--- src/rtl/adc_sequencer.sv ---
// SAR ADC conversion sequencer: generates init/sample/compare/update
// timing, collects comparator decisions and hands out the result word.
module adc_sequencer #(
    parameter int NCYC     = 16,
    parameter int SAMP_LEN = 4,
    parameter int COMP_LEN = 2
) (
    input  logic            clk,
    input  logic            rst,
    input  logic            start,
    input  logic            cont,
    input  logic            comp_out,
    input  logic            result_ready,
    output logic            seq_init,
    output logic            seq_samp,
    output logic            seq_comp,
    output logic            seq_update,
    output logic            busy,
    output logic [NCYC-1:0] result,
    output logic            result_valid,
    output logic            overrun
);

    typedef enum logic [2:0] {
        S_IDLE,
        S_INIT,
        S_SAMP,
        S_COMP,
        S_UPDATE
    } state_t;

    state_t           state_q;
    logic [7:0]       cnt_q;
    logic [4:0]       idx_q;
    logic [NCYC-1:0]  sr_q;
    logic             init_q;
    logic             samp_q;
    logic             comp_q;
    logic             upd_q;

    logic [NCYC-1:0]  result_q;
    logic [NCYC-1:0]  result_d;
    logic             valid_q;
    logic             valid_d;
    logic             overrun_q;
    logic             overrun_d;

    logic             last_bit;
    logic             load;

    assign last_bit = (idx_q == 5'(NCYC-1));
    assign load     = (state_q == S_UPDATE) && last_bit;

    // Phase FSM; seq_* flops are set together with the state they belong to
    always_ff @(posedge clk) begin
        if (rst) begin
            state_q <= S_IDLE;
            cnt_q   <= '0;
            idx_q   <= '0;
            sr_q    <= '0;
            init_q  <= 1'b0;
            samp_q  <= 1'b0;
            comp_q  <= 1'b0;
            upd_q   <= 1'b0;
        end else begin
            unique case (state_q)
                S_IDLE: begin
                    if (start) begin
                        state_q <= S_INIT;
                        init_q  <= 1'b1;
                        sr_q    <= '0;
                    end
                end
                S_INIT: begin
                    state_q <= S_SAMP;
                    init_q  <= 1'b0;
                    samp_q  <= 1'b1;
                    cnt_q   <= 8'(SAMP_LEN-1);
                end
                S_SAMP: begin
                    if (cnt_q == 8'd0) begin
                        state_q <= S_COMP;
                        samp_q  <= 1'b0;
                        comp_q  <= 1'b1;
                        cnt_q   <= 8'(COMP_LEN-1);
                        idx_q   <= '0;
                    end else begin
                        cnt_q <= cnt_q - 8'd1;
                    end
                end
                S_COMP: begin
                    if (cnt_q == 8'd0) begin
                        state_q <= S_UPDATE;
                        comp_q  <= 1'b0;
                        upd_q   <= 1'b1;
                        for (int i = 0; i < NCYC; i++) begin
                            if (idx_q == 5'(NCYC-1-i)) begin
                                sr_q[i] <= comp_out;
                            end
                        end
                    end else begin
                        cnt_q <= cnt_q - 8'd1;
                    end
                end
                S_UPDATE: begin
                    upd_q <= 1'b0;
                    if (!last_bit) begin
                        state_q <= S_COMP;
                        comp_q  <= 1'b1;
                        cnt_q   <= 8'(COMP_LEN-1);
                        idx_q   <= idx_q + 5'd1;
                    end else if (cont) begin
                        state_q <= S_INIT;
                        init_q  <= 1'b1;
                        sr_q    <= '0;
                    end else begin
                        state_q <= S_IDLE;
                    end
                end
                default: begin
                    state_q <= S_IDLE;
                    init_q  <= 1'b0;
                    samp_q  <= 1'b0;
                    comp_q  <= 1'b0;
                    upd_q   <= 1'b0;
                end
            endcase
        end
    end

    // Result handoff: a load wins over an accept on the same edge
    always_comb begin
        result_d  = result_q;
        valid_d   = valid_q;
        overrun_d = overrun_q;
        if (load) begin
            result_d = sr_q;
            valid_d  = 1'b1;
            if (valid_q && !result_ready) begin
                overrun_d = 1'b1;
            end
        end else if (valid_q && result_ready) begin
            valid_d = 1'b0;
        end
    end

    // Result, valid and sticky overrun registers
    always_ff @(posedge clk) begin
        if (rst) begin
            result_q  <= '0;
            valid_q   <= 1'b0;
            overrun_q <= 1'b0;
        end else begin
            result_q  <= result_d;
            valid_q   <= valid_d;
            overrun_q <= overrun_d;
        end
    end

    assign seq_init     = init_q;
    assign seq_samp     = samp_q;
    assign seq_comp     = comp_q;
    assign seq_update   = upd_q;
    assign busy         = (state_q != S_IDLE);
    assign result       = result_q;
    assign result_valid = valid_q;
    assign overrun      = overrun_q;

endmodule

--- config.mk ---
export PLATFORM = sky130hd
export DESIGN_NAME = adc_sequencer
export DESIGN_NICKNAME = d
export VERILOG_FILES = /design/src/rtl/adc_sequencer.sv
export SDC_FILE = /design/constraint.sdc
export NUM_CORES = 1
export LEC_CHECK = 0
export CORE_MARGIN = 1.5
export CORE_UTILIZATION = 60
export CTS_CLUSTER_DIAMETER = 80
export DETAILED_ROUTE_END_ITERATION = 8
export PLACE_DENSITY_LB_ADDON = 0.2
export SLEW_MARGIN = 10
export SYNTH_ARGS = -nofsm -noshare
export SYNTH_HDL_FRONTEND = slang
export SYNTH_SLANG_ARGS = --single-unit
--- constraint.sdc ---
create_clock -name clk -period 4.9 [get_ports clk]
set_input_delay 1.225 -clock clk [delete_from_list [all_inputs] [get_ports clk]]
set_output_delay 1.225 -clock clk [all_outputs]
set_load 0.005 [all_outputs]
# Word-level counts from Yosys, hierarchy flattened
# Cells that the tools add are included.
# op_classes
n_eq_ne	42
n_bitwise	4
n_addsub	2
n_reduce_logical	40
mux	46
# ops
operator	n
AND reduction 6 bit	16
2-to-1 mux 16 bit	4
case mux 16 bit (3 select lines)	1
!= test 2 bit (second input constant)	23
equality test 5 x 4 -> 1 bit (second input constant)	8
case mux 8 bit (4 select lines)	1
2-to-1 mux 1 bit	25
2-to-1 mux 8 bit	3
equality test 5 x 3 -> 1 bit (second input constant)	4
case mux 3 bit (5 select lines)	1
equality test 5 x 2 -> 1 bit (second input constant)	2
2-to-1 mux 5 bit	2
case mux 5 bit (2 select lines)	1
2-to-1 mux 3 bit	3
AND reduction 3 bit	3
zero test 8 bit	1
AND reduction 4 bit	2
subtractor 8 x 1 -> 8 bit (second input constant)	1
equality test 3 x 2 -> 1 bit (second input constant)	2
case mux 1 bit (3 select lines)	2
AND reduction 2 bit	3
nonzero test 3 bit	2
OR reduction 3 bit	2
adder 5 x 1 -> 5 bit (second input constant)	1
other kinds (14)	21
# word_totals
ff_bits	54
word_cells	160
out_inout_bits	23

# Depth between registers and ports, before layout
# Gate-level depths: netlist (run 1).
# logic_depth
word_depth	4
mapped_depth	9

# Worst setup path after synthesis (run 1)
# Ideal clock, no wire load.
# synth_timing
path_kind	register to register
start	register idx_q[0]
end	register cnt_q[3]
path_slack_ns	2.581
path_buffers	2
synth_period_minus_slack_ns	2.319
path_stages_with_launch	10
required_time_ns	4.830
arrival_ns	2.249
cell_sequence	dfxtp_1 -> ha_1 -> and3_1 -> ha_1 -> clkbuf_1 -> nor4b_4 -> o32ai_2 -> buf_4 -> or4_1 -> a21oi_1
# synth_via
elab_chain_cells	3
# synth_rtl
item	line_no	text
start: declaration	34	logic [4:0] idx_q;
start signal: assignment	111	idx_q <= idx_q + 5'd1;
equality test 5 x 4 -> 1 bit	51	assign last_bit = (idx_q == 5'(NCYC-1));
!= test 2 bit (no line)	--	
AND reduction 3 bit (no line)	--	
end signal: assignment	78	cnt_q <= 8'(SAMP_LEN-1);
end signal: assignment	85	cnt_q <= 8'(COMP_LEN-1);
end signal: assignment	88	cnt_q <= cnt_q - 8'd1;
end: declaration	33	logic [7:0] cnt_q;
# Every way passes these cells.
# A chain may end at the register's enable or synchronous reset.

==> results of run 1 <==
cell usage in the layout, fill, tap and decap left out, types with 2 or more instances in the layout:
master           count
a21o_1               2
a21oi_1             45
a221o_1             16
and3b_1              2
clkbuf_8             5
clkdlybuf4s50_1     28
dfxtp_1             54
ha_1                 7
inv_1                8
nand2_1             38
nand2b_1             2
nand3_1              2
nand3b_1             2
nand4_1              2
nor2_1              25
nor2b_1             19
nor3_1               6
nor3b_1              4
o21ai_0              5
o21ba_2              2
o21bai_1             2
o31ai_1              8
or2_2                2
or3_1                6
or4_1                6
or4b_1               3
xor2_1               2
flip-flops by register name (all words and copies together), names as in the netlist, 3 cells and up:
signal	cells
state_q	3
result	16
sr_q	16
cnt_q	8
idx_q	5
logic make-up after synthesis:
group / after synthesis
buffers and inverters: 28
multiplexers: 1
AND/OR/NAND/NOR: 127
adder cells (fa/ha/maj): 7
flip-flops: 54
XOR/XNOR: 2
AO/OA/AOI/OAI: 88
per-stage QoR:
step,std cells,instance area (um^2)
2_1_floorplan,307,2604
3_3_place_gp,366,2863
3_5_place_dp,366,2863
4_1_cts,374,2979
5_1_grt,374,2979
6_report,374,2979
worst max-delay path by stage:
| stage | start | endpoint | slack, ns | cells after the start |
|---|---|---|---|---|
| final | rst | sr_q[1]$_SDFFE_PP0P_ | 1.87 | 6 |
| after global routing | rst | sr_q[12]$_SDFFE_PP0P_ | 1.77 | 6 |
| after CTS | state_q[0]$_SDFFE_PP0P_ | busy | 1.89 | 2 |
| after detailed placement | rst | sr_q[1]$_SDFFE_PP0P_ | 1.57 | 6 |
| after global placement | rst | sr_q[12]$_SDFFE_PP0P_ | 1.59 | 6 |
| after floorplan | idx_q[0]$_SDFFE_PP0P_ | cnt_q[3]$_SDFFE_PP0P_ | 2.58 | 9 |
cell type report:
type | instances | area [um^2] | share of cell area
Tap cell | 50 | 62.56 | 0.02100
Inverter | 8 | 30.03 | 0.01008
Multi-Input combinational cell | 225 | 1401 | 0.4704
Timing Repair Buffer | 29 | 287.8 | 0.09660
Clock inverter | 3 | 47.55 | 0.01596
Clock buffer | 5 | 68.82 | 0.02310
Sequential cell | 54 | 1081 | 0.3629
tightest hold or removal path: cells and delay by family (launching register included):
| family | cells | cell delay (ns) |
|---|---|---|
| flip-flops | 1 | 0.32 |
| AO/OA/AOI/OAI | 1 | 0.05 |
| AND/OR/NAND/NOR | 1 | 0.05 |
cell usage after synthesis, drive strengths merged, types with 2 or more instances:
master / count / area share
a21o: 2 / 0.0058
nor4b: 2 / 0.012
nand2b: 2 / 0.0048
or3: 6 / 0.014
nor3b: 4 / 0.012
or2: 2 / 0.0048
dfxtp: 54 / 0.42
nand3b: 2 / 0.0058
a21oi: 45 / 0.086
o31ai: 8 / 0.023
and3b: 2 / 0.0067
o21bai: 2 / 0.0058
o21ai: 5 / 0.0096
nand4: 2 / 0.0048
buf: 5 / 0.013
nor2b: 19 / 0.046
nor2: 26 / 0.038
xor2: 2 / 0.0067
nand3: 2 / 0.0038
nor3: 7 / 0.015
clkbuf: 15 / 0.022
or4: 6 / 0.017
or4b: 3 / 0.012
o21ba: 2 / 0.0077
nand2: 38 / 0.055
inv: 8 / 0.012
a221o: 16 / 0.062
ha: 7 / 0.034
routing by layer:
layer | wire [um] | up-vias
met3 | 249 | 6
met2 | 2468 | 51
met4 | 76 | 0
met5 | 0 | -
li1 | - | 1128
met1 | 2658 | 1040
power by group:
group	internal, mW	total, mW	switching [mW]
Sequential	0.457	0.478	0.0215
Clock	0.155	0.309	0.154
Combinational	0.0670	0.169	0.102
==> metrics.md, run 1 <==
| Metric | Value |
|---|---|
| Synthesized area | ~2600 um^2 |
| Max Slew Vio Count | 0 |
| Final wirelength | between 5000 and 6000 um |
| Crit path setup slack, layout | around 1.9 ns |
| Clock Path Buffers | 2 |
| GR Overflow Total | 0 |
| Total Power | 956.5 uW |
| Met2 usage | 0.3738 |
| Buf/Inv on CP | 2 |
| Clock Pin Slew Worst Setup and Hold Paths | around 0.10 ns |
| Net Count, Synth | 320 |
| Hold path endpoint | result[9]$_SDFFE_PP0P_ |
| Worst vdd ir | approximately 0.00023 V |
| Clock buffer count from CTS | 5 |
| DR WL/cell | about 15 um |
| RSZ-0062 raised after global routing | false |
| Rows | 23 |
| GR Util All Layers | 0.2478 |
| Die area | roughly 4700 um^2 |
| Die X | 68.88 um |
| Leakage power total | roughly 1.1 nW |
| R2R cell count | 7 |
| Post-synth ARST share | 0 |
| # hold bufs at CTS | 0 |
| Mux contribution to synthesized area | 0.004325 |
| Clock Skew | about 0.0081 ns |
| Vias | 2225 |
| Required @ worst endpoint | 5.11 ns |
| Gates resized, CTS repair | 0 |
| R2R setup slack | between 2 and 2.5 ns |
| CP delay by family, top | buffers and inverters |
| Mean Syn Cell Area | approximately 8.5 um^2 |
| Place WS | between 1.5 and 2 ns |
| Hold Vio Cnt, Final | 0 |
| Number of vias per cell | roughly 6 |
| Port Buffer Count | 28 |
| Measured slew at the worst slew-check pin | between 1 and 1.5 ns |
| Setup crit end kind | flop |
| Core area | just over 4000 um^2 |
| CTS root buf | clkbuf_8 |
| Crit-path cells | clkdlybuf4s50_1, buf_4, and3b_1, nand4_1, nor2_1, a221o_1 |
| Hold WS | about 0.46 ns |
| Worst-Skew Late Latency | 0.31 ns |
| Met1 Resource Use GR | 0.3418 |
| Global-route wire length before repair | between 8000 and 9000 um |
| Tcrit/Tclk final | 0.6183 |
| Post-Synth XOR/XNOR Area | 0.006728 |
| RR Endpoint | sr_q[12]$_SDFFE_PP0P_ |
| Starting Density | 0.6372 |
| N_diodes | 0 |
| Setup bufs post-CTS | 0 |
| Seq/Total Area, Yosys | 0.4152 |
| Final Wtd Congestion | between 0.7 and 0.8 |
| H-Tree Depth | 2 |
| CP startpoint kind | input port |
| Layout cells sized above 1 | 0.06173 |
| Largest net degree at the start of global routing | 53 |
| Top FF cell, synth | dfxtp_1 |
| Maximum fanout along the worst path | 52 |
| Clock sinks | between 50 and 60 |
| Status | complete, no violations |
| # setup viols final | 0 |
| Fmax | around 0.33 GHz |
| Max-cap viol count | 0 |
| Fin crit period | between 3 and 4 ns |
| DIE HEIGHT | a little under 70 um |
| Synth Area in Simple Gates | 0.2633 |
| Pwr/cell area | 321.1 nW/um^2 |
| GR peak layer | met2 |
| FF+latch count, synth | 54 |
| Min-delay worst type | flop to flop |
| Slowest CP cell | nand4_1 |
| Initial antenna violation count | 0 |
| Relative slew slack | 0.2868 |
| Length of the first detailed-routing pass in iterations | 4 |
| Post-synthesis cell count | just over 300 |
| Worst path arrival time | 3.24 ns |
| Start point of the worst hold path | result[9]$_SDFFE_PP0P_ |
| EDFF count, synth | 0 |
| Worst r2r src | idx_q[0]$_SDFFE_PP0P_ |
| Detail Route Antenna Nets | 0 |
| Iter 0 DRT Violations | ~150 |
| DRC | 0 |
| Fin Setup TNS | 0 ns |
| Largest family of logic cells by synthesized area | simple AND/OR/NAND/NOR gates |
| Post-Synth Adder-Cell Area | 0.03364 |
| Met3 Use GR | 0.05844 |
| Io pins | 29 |
| Number of global-route vias before repair | around 1900 |
| DP HPWL | ~3600 um |
| Hold path depth | 2 |
| Fin util | 0.7290 |
| Kind of critical path | input port to flop |
| Count of yosys warnings during synthesis | 0 |
| Critical path's largest stage delay | 0.46 ns |
| CTS tree | built |
| FILL cells | ~330 |
| Library cells used by synthesis | between 40 and 50 |
| Synth Area in Compound Gates | 0.2302 |
| Area Growth Syn to Fin | 14.42% |
| Nets@finish | approximately 340 |
(Power assumes the default switching activity.)
==> inputs of run 2 (changes only) <==
Settings changed: CORE_UTILIZATION 60 to 56.
Clock period 4.9 ns to 3 ns, I/O delays scaled along.
==> metrics.md, run 2 (synthesized netlist as in run 1, its figures left out) <==
| Metric | Value |
|---|---|
| Status | complete, no violations |
| CP delay by family, top | compound AO/OA/AOI/OAI gates |
| DIE HEIGHT | 71.19 um (+3.4%) |
| Clock Skew | 0.008454 ns (+0.0003800 ns) |
| R2R setup slack | 0.28 ns (-1.94 ns) |
| Inst Count DP | 369 (+0.82%) |
| Global-route wire length before repair | 9453 um (+8.0%) |
| DR WL/cell | 14.55 um (-0.23%) |
| Maximum fanout along the worst path | 16 (-69%) |
| RSZ-0062 raised after global routing | false |
| Hold Vio Cnt, Final | 0 (unchanged) |
| Tcrit/Tclk final | 0.9059 |
| FILL cells | 392 (+17%) |
| Gates resized, CTS repair | 0 (unchanged) |
| Die X | 71.19 um (+3.4%) |
| Max Slew Vio Count | 0 (unchanged) |
| Clock sinks | 54 (unchanged) |
| Nets@finish | 337 (+0.30%) |
| Fmax | between 0.3 and 0.4 GHz |
| # hold bufs at CTS | 0 (unchanged) |
| Rows | 24 (+4.3%) |
| Critical Path Stages | 7 (+1) |
| CP startpoint kind | flop |
| CTS root buf | clkbuf_8 |
| Required @ worst endpoint | 3.25 ns (-1.86 ns) |
| Critical path's largest stage delay | 0.96 ns (+0.50 ns) |
| Kind of critical path | flop to flop |
| Relative slew slack | 0.2528 (-0.03400) |
| Worst r2r src | idx_q[0]$_SDFFE_PP0P_ |
| Setup crit end kind | flop |
| Crit path top cell by count | ha_1 |
| Critical path capture point | sr_q[2]$_SDFFE_PP0P_ |
| Largest net degree at the start of global routing | 30 (-43%) |
| Starting Density | 0.5899 (-0.04732) |
| Buf/Inv on CP | 0 (-2) |
| Cell area after placement | 2868 um^2 (+0.17%) |
| Final Wtd Congestion | 0.8198 (+5.8%) |
| R2R cell count | 7 (unchanged) |
| Clock Pin Slew Worst Setup and Hold Paths | 0.10 ns (about the same) |
| Number of global-route vias before repair | 1973 (+3.7%) |
| RR Endpoint | sr_q[2]$_SDFFE_PP0P_ |
| Number of vias per cell | 5.907 (-0.71%) |
| Multi-input gate area | 1401 um^2 (unchanged) |
| Final Cell Area | 2967 um^2 (-0.42%) |
| GR Util All Layers | 0.2312 (-0.01662) |
| Area Growth Syn to Fin | 13.94% |
| CP startpoint | idx_q[0]$_SDFFE_PP0P_ |
| Detail Route Antenna Nets | 0 (unchanged) |
| Die area | 5067 um^2 (+6.8%) |
| GR Overflow Total | 0 (unchanged) |
| N_diodes | 0 (unchanged) |
| DP HPWL | 3679 um (+2.3%) |
| Io pins | 29 (unchanged) |
| Worst-Skew Late Latency | 0.31 ns (about the same) |
| Measured slew at the worst slew-check pin | 1.119 ns (+0.05091 ns) |
| Min-delay worst type | flop to flop |
| Reg area | 1081 um^2 (unchanged) |
| Leading cell type in the layout, fill and taps excluded | dfxtp_1 |
| Core area | 4414 um^2 (+8.0%) |
| Fin crit period | 2.718 ns |
| CTS tree | built |
| Max-cap viol count | 0 (unchanged) |
| H-Tree Depth | 2 (unchanged) |
| # setup viols final | 0 (unchanged) |
| Length of the first detailed-routing pass in iterations | 4 (unchanged) |
| Fin Setup TNS | 0 ns (unchanged) |
| Fin util | 0.6721 (-0.05697) |
| Worst path arrival time | 2.97 ns (-0.27 ns) |
| Pwr/cell area | 501.8 nW/um^2 (+56%) |
| Initial antenna violation count | 0 (unchanged) |
| Commonest cells after routing, fill and taps aside | 54 x dfxtp_1, 45 x a21oi_1, 38 x nand2_1 |
| Crit-path cells | ha_1, and3_1, ha_1, nand3_1, o21ai_0, a211oi_2, a221o_1 |
| Clock Path Buffers | 2 (unchanged) |
| Iter 0 DRT Violations | 152 (unchanged) |
| Layout cells sized above 1 | 0.06769 (+0.005964) |
| Leakage power total | 1.077 nW (-0.62%) |
| Slowest CP cell | a211oi_2 |
| Setup bufs post-CTS | 0 (unchanged) |
| Clock buffer count from CTS | 5 (unchanged) |
| Worst vdd ir | 0.0003874 V (+67%) |
| Final wirelength | 5484 um (+0.57%) |
| Vias | 2227 (+0.090%) |
| Fin cells | 377 (+0.80%) |
| Port Buffer Count | 28 (unchanged) |
| DRC | 0 (unchanged) |
## run 2: area by class of cell
type,count,share of cell area
timing repair buffer,30,0.09785
sequential,54,0.3644
clock inverter,2,0.005483
inverter,8,0.01012
clock buffer,6,0.02784
tap,52,0.02193
multi-input combinational,225,0.4724
## run 2: worst min path at each step
stage | startpoint | end | slack (ns) | cells after the start
finish | result[10]$_SDFFE_PP0P_ | result[10]$_SDFFE_PP0P_ | 0.46 | 2
global route | result[10]$_SDFFE_PP0P_ | result[10]$_SDFFE_PP0P_ | 0.48 | 2
CTS | result[1]$_SDFFE_PP0P_ | result[1]$_SDFFE_PP0P_ | 0.46 | 2
detailed placement | result[1]$_SDFFE_PP0P_ | result[1]$_SDFFE_PP0P_ | 0.45 | 2
global placement | result[7]$_SDFFE_PP0P_ | result[7]$_SDFFE_PP0P_ | 0.44 | 2
floorplan | sr_q[0]$_SDFFE_PP0P_ | result[0]$_SDFFE_PP0P_ | 0.44 | 2
## run 2: worst register-to-register path, stage by stage (launching register included)
cell	delay, ns
dfxtp_1	0.37
ha_1	0.28
and3_1	0.21
ha_1	0.31
nand3_1	0.13
o21ai_0	0.10
a211oi_2	0.96
a221o_1	0.30
## run 2: through the flow
step	worst slack, ns	total power, mW	hold WS, ns
floorplan	0.6810	1.000	0.4404
global placement	0.3325	1.058	0.4431
detailed placement	0.2508	1.067	0.4474
CTS	0.2726	1.497	0.4610
global route	0.05702	1.563	0.4813
finish	0.2822	1.489	0.4570
## run 2: metal layers
layer	track usage	share of wire
met5	0	0
met4	0.06918	0.011
met3	0.03561	0.046
met2	0.3467	0.44
met1	0.3429	0.50
## run 2: report_power, final
| group | internal, mW | leakage, nW | switching [mW] |
|---|---|---|---|
| Combinational | 0.109 | 0.592 | 0.164 |
| Clock | 0.190 | 0.0478 | 0.244 |
| Sequential | 0.746 | 0.437 | 0.0352 |
